**config.mk**
```make
export PLATFORM = sky130hd
export DESIGN_NAME = scarv_cop_cpu_bridge
export DESIGN_NICKNAME = d
export VERILOG_FILES = /design/src/rtl/scarv_cop_cpu_bridge.sv
export SDC_FILE = /design/constraint.sdc
export NUM_CORES = 1
export LEC_CHECK = 0
export ABC_CLOCK_PERIOD_IN_PS = 10800
export BUFFER_PORTS_ARGS = -buffer_cell sky130_fd_sc_hd__buf_2
export CORE_MARGIN = 4
export CORE_UTILIZATION = 52
export CTS_CLUSTER_DIAMETER = 80
export DETAILED_ROUTE_END_ITERATION = 6
export GPL_ROUTABILITY_DRIVEN = 0
export PLACE_DENSITY = 0.89
export SYNTH_ARGS = -nofsm -noshare
export SYNTH_HDL_FRONTEND = slang
export SYNTH_SLANG_ARGS = --single-unit
```
**constraint.sdc**
```tcl
create_clock -name g_clk -period 10.8 [get_ports g_clk]
set_input_delay 0.54 -clock g_clk [delete_from_list [all_inputs] [get_ports g_clk]]
set_output_delay 0.54 -clock g_clk [all_outputs]
set_load 0.05 [all_outputs]
```
**src/rtl/scarv_cop_cpu_bridge.sv**
```systemverilog
// scarv_cop_cpu_bridge: in-order issue of CPU instructions to the ISE coprocessor and registered return of its responses
module scarv_cop_cpu_bridge #(
  parameter int REQ_DEPTH = 2,
  parameter int MAX_OUT   = 2
) (
  input  logic        g_clk,
  input  logic        g_resetn,
  input  logic        cpu_insn_req,
  output logic        cpu_insn_ack,
  input  logic [31:0] cpu_insn_enc,
  input  logic [31:0] cpu_rs1,
  input  logic [31:0] cpu_rs2,
  input  logic        cpu_flush,
  output logic        cop_insn_valid,
  input  logic        cop_insn_ready,
  output logic [31:0] cop_insn_enc,
  output logic [31:0] cop_rs1,
  output logic [31:0] cop_rs2,
  input  logic        cop_rsp_valid,
  output logic        cop_rsp_ready,
  input  logic [4:0]  cop_rsp_rd,
  input  logic        cop_rsp_wen,
  input  logic [31:0] cop_rsp_data,
  input  logic [2:0]  cop_rsp_status,
  output logic        cpu_rsp_valid,
  input  logic        cpu_rsp_ack,
  output logic [4:0]  cpu_wb_rd,
  output logic        cpu_wb_wen,
  output logic [31:0] cpu_wb_data,
  output logic [2:0]  cpu_rsp_status,
  output logic        halted
);
  localparam int AW = $clog2(REQ_DEPTH);
  localparam logic [2:0] MAX_C = 3'(MAX_OUT);
  localparam logic [AW:0] PTR_ONE = {{AW{1'b0}}, 1'b1};
  typedef enum logic {RUN, HALTED} state_t;
  state_t state, state_nxt;
  logic [AW:0] wr_ptr, rd_ptr;
  logic [31:0] enc_mem [REQ_DEPTH];
  logic [31:0] rs1_mem [REQ_DEPTH];
  logic [31:0] rs2_mem [REQ_DEPTH];
  logic [2:0] out_cnt, out_nxt, drop_cnt, drop_nxt;
  logic rsp_full, run, fifo_empty, fifo_full, push, issue;
  logic rsp_take, cpu_hs, fault, discard, load, unhalt;
  assign run = state == RUN;
  assign fifo_empty = wr_ptr == rd_ptr;
  assign fifo_full = (wr_ptr[AW] != rd_ptr[AW]) && (wr_ptr[AW-1:0] == rd_ptr[AW-1:0]);
  assign cpu_insn_ack = g_resetn && run && !fifo_full && !cpu_flush;
  assign push = cpu_insn_req && cpu_insn_ack;
  assign cop_insn_valid = !fifo_empty && run && (out_cnt < MAX_C);
  assign issue = cop_insn_valid && cop_insn_ready;
  // Head is forced to zero when empty so stale storage never shows after reset
  assign cop_insn_enc = fifo_empty ? '0 : enc_mem[rd_ptr[AW-1:0]];
  assign cop_rs1 = fifo_empty ? '0 : rs1_mem[rd_ptr[AW-1:0]];
  assign cop_rs2 = fifo_empty ? '0 : rs2_mem[rd_ptr[AW-1:0]];
  assign cop_rsp_ready = g_resetn && (!rsp_full || cpu_rsp_ack);
  assign cpu_rsp_valid = rsp_full;
  assign halted = !run;
  assign cpu_hs = rsp_full && cpu_rsp_ack;
  assign fault = cpu_hs && cpu_rsp_status != 3'd0;
  assign rsp_take = cop_rsp_valid && cop_rsp_ready;
  // Responses after a fault, or owed to pre-flush instructions, are swallowed
  assign discard = rsp_take && (!run || fault || drop_cnt != 3'd0);
  assign load = rsp_take && !discard;
  assign unhalt = !run && cpu_flush;
  always_comb begin
    state_nxt = unhalt ? RUN : fault ? HALTED : state;
    out_nxt = out_cnt + {2'b0, issue} - {2'b0, cpu_hs} - {2'b0, discard};
    drop_nxt = unhalt ? out_nxt : drop_cnt - {2'b0, discard && drop_cnt != 3'd0};
  end
  always_ff @(posedge g_clk or negedge g_resetn) begin
    if (!g_resetn) begin
      state <= RUN;
      wr_ptr <= '0;
      rd_ptr <= '0;
      out_cnt <= '0;
      drop_cnt <= '0;
      rsp_full <= 1'b0;
      cpu_wb_rd <= '0;
      cpu_wb_wen <= 1'b0;
      cpu_wb_data <= '0;
      cpu_rsp_status <= '0;
    end else begin
      state <= state_nxt;
      out_cnt <= out_nxt;
      drop_cnt <= drop_nxt;
      wr_ptr <= push ? wr_ptr + PTR_ONE : wr_ptr;
      rd_ptr <= cpu_flush ? wr_ptr : issue ? rd_ptr + PTR_ONE : rd_ptr;
      rsp_full <= load || (rsp_full && !cpu_rsp_ack);
      if (load) begin
        cpu_wb_rd <= cop_rsp_rd;
        cpu_wb_wen <= cop_rsp_wen;
        cpu_wb_data <= cop_rsp_data;
        cpu_rsp_status <= cop_rsp_status;
      end
    end
  end
  always_ff @(posedge g_clk) begin
    if (push) begin
      enc_mem[wr_ptr[AW-1:0]] <= cpu_insn_enc;
      rs1_mem[wr_ptr[AW-1:0]] <= cpu_rs1;
      rs2_mem[wr_ptr[AW-1:0]] <= cpu_rs2;
    end
  end
  a_rsp_owed: assert property (@(posedge g_clk) disable iff (!g_resetn) rsp_take |-> out_cnt != 3'd0);
  a_out_max: assert property (@(posedge g_clk) disable iff (!g_resetn) out_cnt <= MAX_C);
endmodule

```
Word-level counts from Yosys, hierarchy flattened --
Memory sizes are Yosys's and may differ from the RTL's. Index checks and enable logic that the tools add are counted.
Storage, ports and cells: output and inout port bits 142, input port bits 144, logic and storage cells 65, register bits 53, RAM bits 192, memories 3
Operators by class: bitwise logic cells 1, mux-type cells 10, magnitude comparators 1, equal/unequal tests 3, reductions and logical operators 31, add/subtract/negate cells 6
Memory list:
- enc_mem | depth 2, bits a word 32, read ports 1, clocked after memory_dff 0, write ports 1, RTL line 39 | logic [31:0] enc_mem [REQ_DEPTH];
- rs1_mem | depth 2, bits a word 32, read ports 1, clocked after memory_dff 0, write ports 1, RTL line 40 | logic [31:0] rs1_mem [REQ_DEPTH];
- rs2_mem | depth 2, bits a word 32, read ports 1, clocked after memory_dff 0, write ports 1, RTL line 41 | logic [31:0] rs2_mem [REQ_DEPTH];
Operators with widths (number):
- 2-to-1 mux 32 bit | 3
- logical AND 1 bit | 17
- subtractor 3 x 1 -> 3 bit | 3
- zero test 1 bit | 6
- nonzero test 3 bit | 2
- adder 2 x 1 -> 2 bit (second input constant) | 2
- logical OR 1 bit | 4
- 2-to-1 mux 1 bit | 4
- 2-to-1 mux 2 bit | 2
- nonzero test 2 bit | 2
- adder 3 x 1 -> 3 bit | 1
- less-than comparator 3 x 2 -> 1 bit (second input constant) | 1
- 2-to-1 mux 3 bit | 1
- equality test 2 bit | 1
- equality test 1 bit | 1
- inequality test 1 bit | 1
- inverter 1 bit | 1

Longest topological paths before layout --
depth after elaboration 9, gate-level depth with buffers 11, mapped depth without buffers 11

Least setup slack after synthesis --
No wires, ideal clock.
kind reg2reg, from register state (netlist: halted), to memory enc_mem[0][0], enable pin, stages on the path, launching flop included 3, period minus slack after synthesis 8741 ps, path slack 2059 ps, buffers on the path 0, arrival 8049 ps, setup time 693 ps, path through dfrtp_1 nand4bb_1 a211oi_1
On the way: longest elaborated chain between the ends 7
RTL lines:
- start, declared | RTL line 37 | state_t state, state_nxt;
- start signal, assigned | RTL line 84 | state <= state_nxt;
- inverter 1 bit | RTL line 45 | assign run = state == RUN;
- logical AND 1 bit (3 in series) | RTL line 48 | assign cpu_insn_ack = g_resetn && run && !fifo_full && !cpu_flush;
- logical AND 1 bit | RTL line 49 | assign push = cpu_insn_req && cpu_insn_ack;
- 2-to-1 mux 1 bit | RTL line 99 | if (push) begin
- 2-to-1 mux 1 bit (implied by the code) | RTL line 100 | enc_mem[wr_ptr[AW-1:0]] <= cpu_insn_enc;
- end, declared | RTL line 39
No other way between the ends.

Final worst setup path --
from register rd_ptr[0], to output cop_rs2[11]
On the way: longest elaborated chain between the ends 2, elaborated cells on any way between the ends 3, classes of those cells eq/ne (1); mux (1); memory (1)
RTL lines:
- start, declared | RTL line 38 | logic [AW:0] wr_ptr, rd_ptr;
- start signal, assigned | RTL line 88 | rd_ptr <= cpu_flush ? wr_ptr : issue ? rd_ptr + PTR_ONE : rd_ptr;
- memory (2 x 32 bit) / equality test 2 bit (equally long branches)
- 2-to-1 mux 32 bit (*) | RTL line 55 | assign cop_rs2 = fifo_empty ? '0 : rs2_mem[rd_ptr[AW-1:0]];
- end, declared | RTL line 18 | output logic [31:0] cop_rs2,
Every way passes the cells marked *; elsewhere a longest branch is shown, timed or not.

==> flow_metrics.tcl <==
set metrics [dict create \
    nets 1011 \
    postSynthAreaPerCell_um2 16.9 \
    r2r-start "halted" \
    synth_area_um2 9630 \
    path_cells "xor2_1 -> nor2_4 -> buf_4 -> nor2_1 -> buf_2" \
    grt_max_degree 66 \
    ys_warn_count 0 \
    muxShareOfSynthArea_pct 16.5 \
    path_max_fanout 59 \
    required_ns 10.26 \
    max_cap_violations 0 \
    fillers 1196 \
    die_y_um 144 \
    htree_levels 1 \
    worstSetupEndpointType "output port" \
    hold_path_class "in2async" \
    yosys.area_share.adder_pct 0.858 \
    instances_no_fill 1108 \
    overflow 0 \
    drive_gt1_share_pct 43.5 \
    post-cts-setup-buffers 0 \
    fmax_mhz 231 \
    synth_top_family_by_area "multiplexers" \
    cts_tree "yes" \
    cp-startpoint "rd_ptr[0]" \
    rows 49 \
    syn_inst 569 \
    drt-total-wl_mm 20.7 \
    cp.arrival_ns 3.79 \
    path_delay_family "flip-flops" \
    io_pins 286 \
    critPathLaunchType "flop" \
    clockRootBuffer "clkbuf_16" \
    synthXorXnorAreaFrac_pct 0.637 \
    drc 0 \
    synth_simple_gate_area_share_pct 5.13 \
    setup_viol 0 \
    period_needed_ns 4.33 \
    crit_type "reg2out" \
    track_usage_pct 19.1 \
    drtIter0Drc 302 \
    die-area_um2 20800 \
    vias_per_cell 5.17 \
    clkTransAtPathRegs_ns 0.06 \
    start_util_pct 53.2 \
    crit_buf_inv 2 \
    rsz0062_at_grt "no" \
    critical_path.max_stage_delay_ns 1.10 \
    dp.cells 1064 \
    ys_seq_area_share_pct 73.7 \
    dieWidth_um 144 \
    skew_ns 0.0251 \
    synth_seq_cells 245 \
    synth-compound-area-share_pct 0.962 \
    cts.sinks 245 \
    fin_crit_sh_pct 40.1 \
    first_global_vias 5850 \
    synth_nets 719 \
    route.vias.total 5725 \
    ys_types 35 \
    cts_resized 0 \
    cts_made_buffers 24 \
    clock_path_buffers 3 \
    hold_viol 0 \
    tns_ns 0 \
    timing.slew.headroom_pct 30.8 \
    wl_per_cell_um 18.7 \
    ctsHoldBuffers 0 \
    antenna_left 0 \
    drt_first_pass_iters 5 \
    synthToLayoutAreaGrowth_pct 25.9 \
    worst_slack_ns 6.47 \
    place_ws_ns 6.90 \
    core-area_um2 18100 \
    slew_violations 0 \
    slowest_stage "dfrtp_4" \
    clk_latency_ns 0.53 \
    place_hpwl_mm 13.9 \
    antenna_found_initial 4 \
    grt_pass1_wl_mm 30.8 \
    worst_pin_slew_ns 1.04 \
    numPortBuffers 285 \
    status "complete, no violations" \
]
-- Yosys cell counts --
cell type | n | area, um2
xor2_1 | 3 | 26.3
buf_12 | 4 | 80.1
inv_1 | 9 | 33.8
dfrtp_1 | 53 | 1330
nand3_1 | 1 | 5.00
o211ai_1 | 1 | 7.51
a21oi_2 | 1 | 8.76
buf_4 | 1 | 7.51
mux2i_1 | 96 | 961
nand4bb_1 | 1 | 11.3
nor2b_1 | 2 | 12.5
mux2_2 | 2 | 22.5
or3_1 | 1 | 6.26
nor4b_1 | 1 | 8.76
and2_1 | 2 | 12.5
clkbuf_1 | 14 | 52.6
nor3_1 | 3 | 15.0
edfxtp_1 | 192 | 5770
ha_1 | 5 | 62.6
a21oi_1 | 7 | 35.0
nand2_1 | 6 | 22.5
xnor2_1 | 4 | 35.0
buf_6 | 1 | 11.3
a211oi_1 | 1 | 7.51
nand2b_1 | 1 | 6.26
nor2_1 | 101 | 379
fa_1 | 1 | 20.0
and3b_1 | 1 | 8.76
or2_2 | 1 | 6.26
o2111ai_1 | 1 | 8.76
buf_2 | 6 | 30.0
o21ai_1 | 1 | 5.00
o21ai_0 | 4 | 20.0
buf_1 | 1 | 3.75
mux2_4 | 40 | 601
-- worst paths after layout --
kind                                  endpoint  slack (ns)  depth (start not counted)
worst max register to register  rs2_mem[1][28]        7.87                          5
max in group asynchronous            rd_ptr[0]       10.12                          2
worst min-delay path            cpu_wb_data[2]        0.15                          2
worst max-delay path               cop_rs2[11]        6.47                          5
min in group g_clk              rs1_mem[1][12]        0.19                          1
worst min register to register      out_cnt[2]        0.50                          1
-- per-stage QoR --
step | hold slack, ns | util (%) | instance area, um2
4_1_cts | 0.156 | 67.0 | 12100
2_1_floorplan | 0.244 | - | 9630
3_5_place_dp | 0.487 | 62.2 | 11200
3_3_place_gp | 0.485 | 62.2 | 11200
6_report | 0.151 | 67.0 | 12100
5_1_grt | 0.173 | 67.0 | 12100
-- layout make-up --
class	instances	area [um2]	area share, %
clock buffers	28	639	5.28
diodes	1	2.50	0.0207
repair buffers	293	1490	12.3
flip-flops and latches	245	7100	58.6
well taps	229	287	2.36
multi-input cells	288	2350	19.4
clock inverters	15	226	1.87
inverters	9	33.8	0.279
-- state kept, by name, indices dropped and copies added (netlist names) --
signal and cells:
wr_ptr 2, cpu_wb_wen 1, cpu_rsp_status 3, cpu_wb_data 32, out_cnt 3, drop_cnt 3, rd_ptr 2, halted 1
rs1_mem 64, cpu_wb_rd 5, rs2_mem 64, cpu_rsp_valid 1, enc_mem 64
-- cells in the final DEF (no fill, tap or decap), types with 2 or more instances in the layout --
cell type / netlist / final
buf_4: 1 / 8
o21ai_0: 4 / 4
dfrtp_1: 53 / 52
nor2b_1: 2 / 2
xor2_1: 3 / 3
mux2i_1: 96 / 96
clkinv_1: 0 / 2
nor3_1: 3 / 3
xnor2_1: 4 / 4
buf_2: 6 / 285
clkinv_2: 0 / 6
clkbuf_8: 0 / 2
clkbuf_16: 0 / 24
nand2_1: 6 / 6
mux2_4: 40 / 40
ha_1: 5 / 5
inv_1: 9 / 9
and2_1: 2 / 2
bufinv_16: 0 / 5
edfxtp_1: 192 / 192
a21oi_1: 7 / 6
mux2_2: 2 / 2
nor2_1: 101 / 100
-- logic make-up (layout without fill, tap and decap cells) --
family	after synthesis	in the layout
flops	245	245
mux	138	138
simple gates	121	121
buf+inv	36	345
compound gates	16	16
xor+xnor	7	7
fa+ha+maj	6	6
other cells	0	1
-- layer usage --
layer / global-route usage [%] / part of all wire, % / vias to the layer above
met5: 0 / 0.17 / -
met4: 6.29 / 3.2 / 6
met3: 6.32 / 11 / 50
met2: 33.6 / 49 / 288
met1: 22.2 / 36 / 2725
li1: - / - / 2656
Power is left out: the tool's default activity adds up to more than one toggle a clock period on the data nets, which glitch-free logic cannot reach.
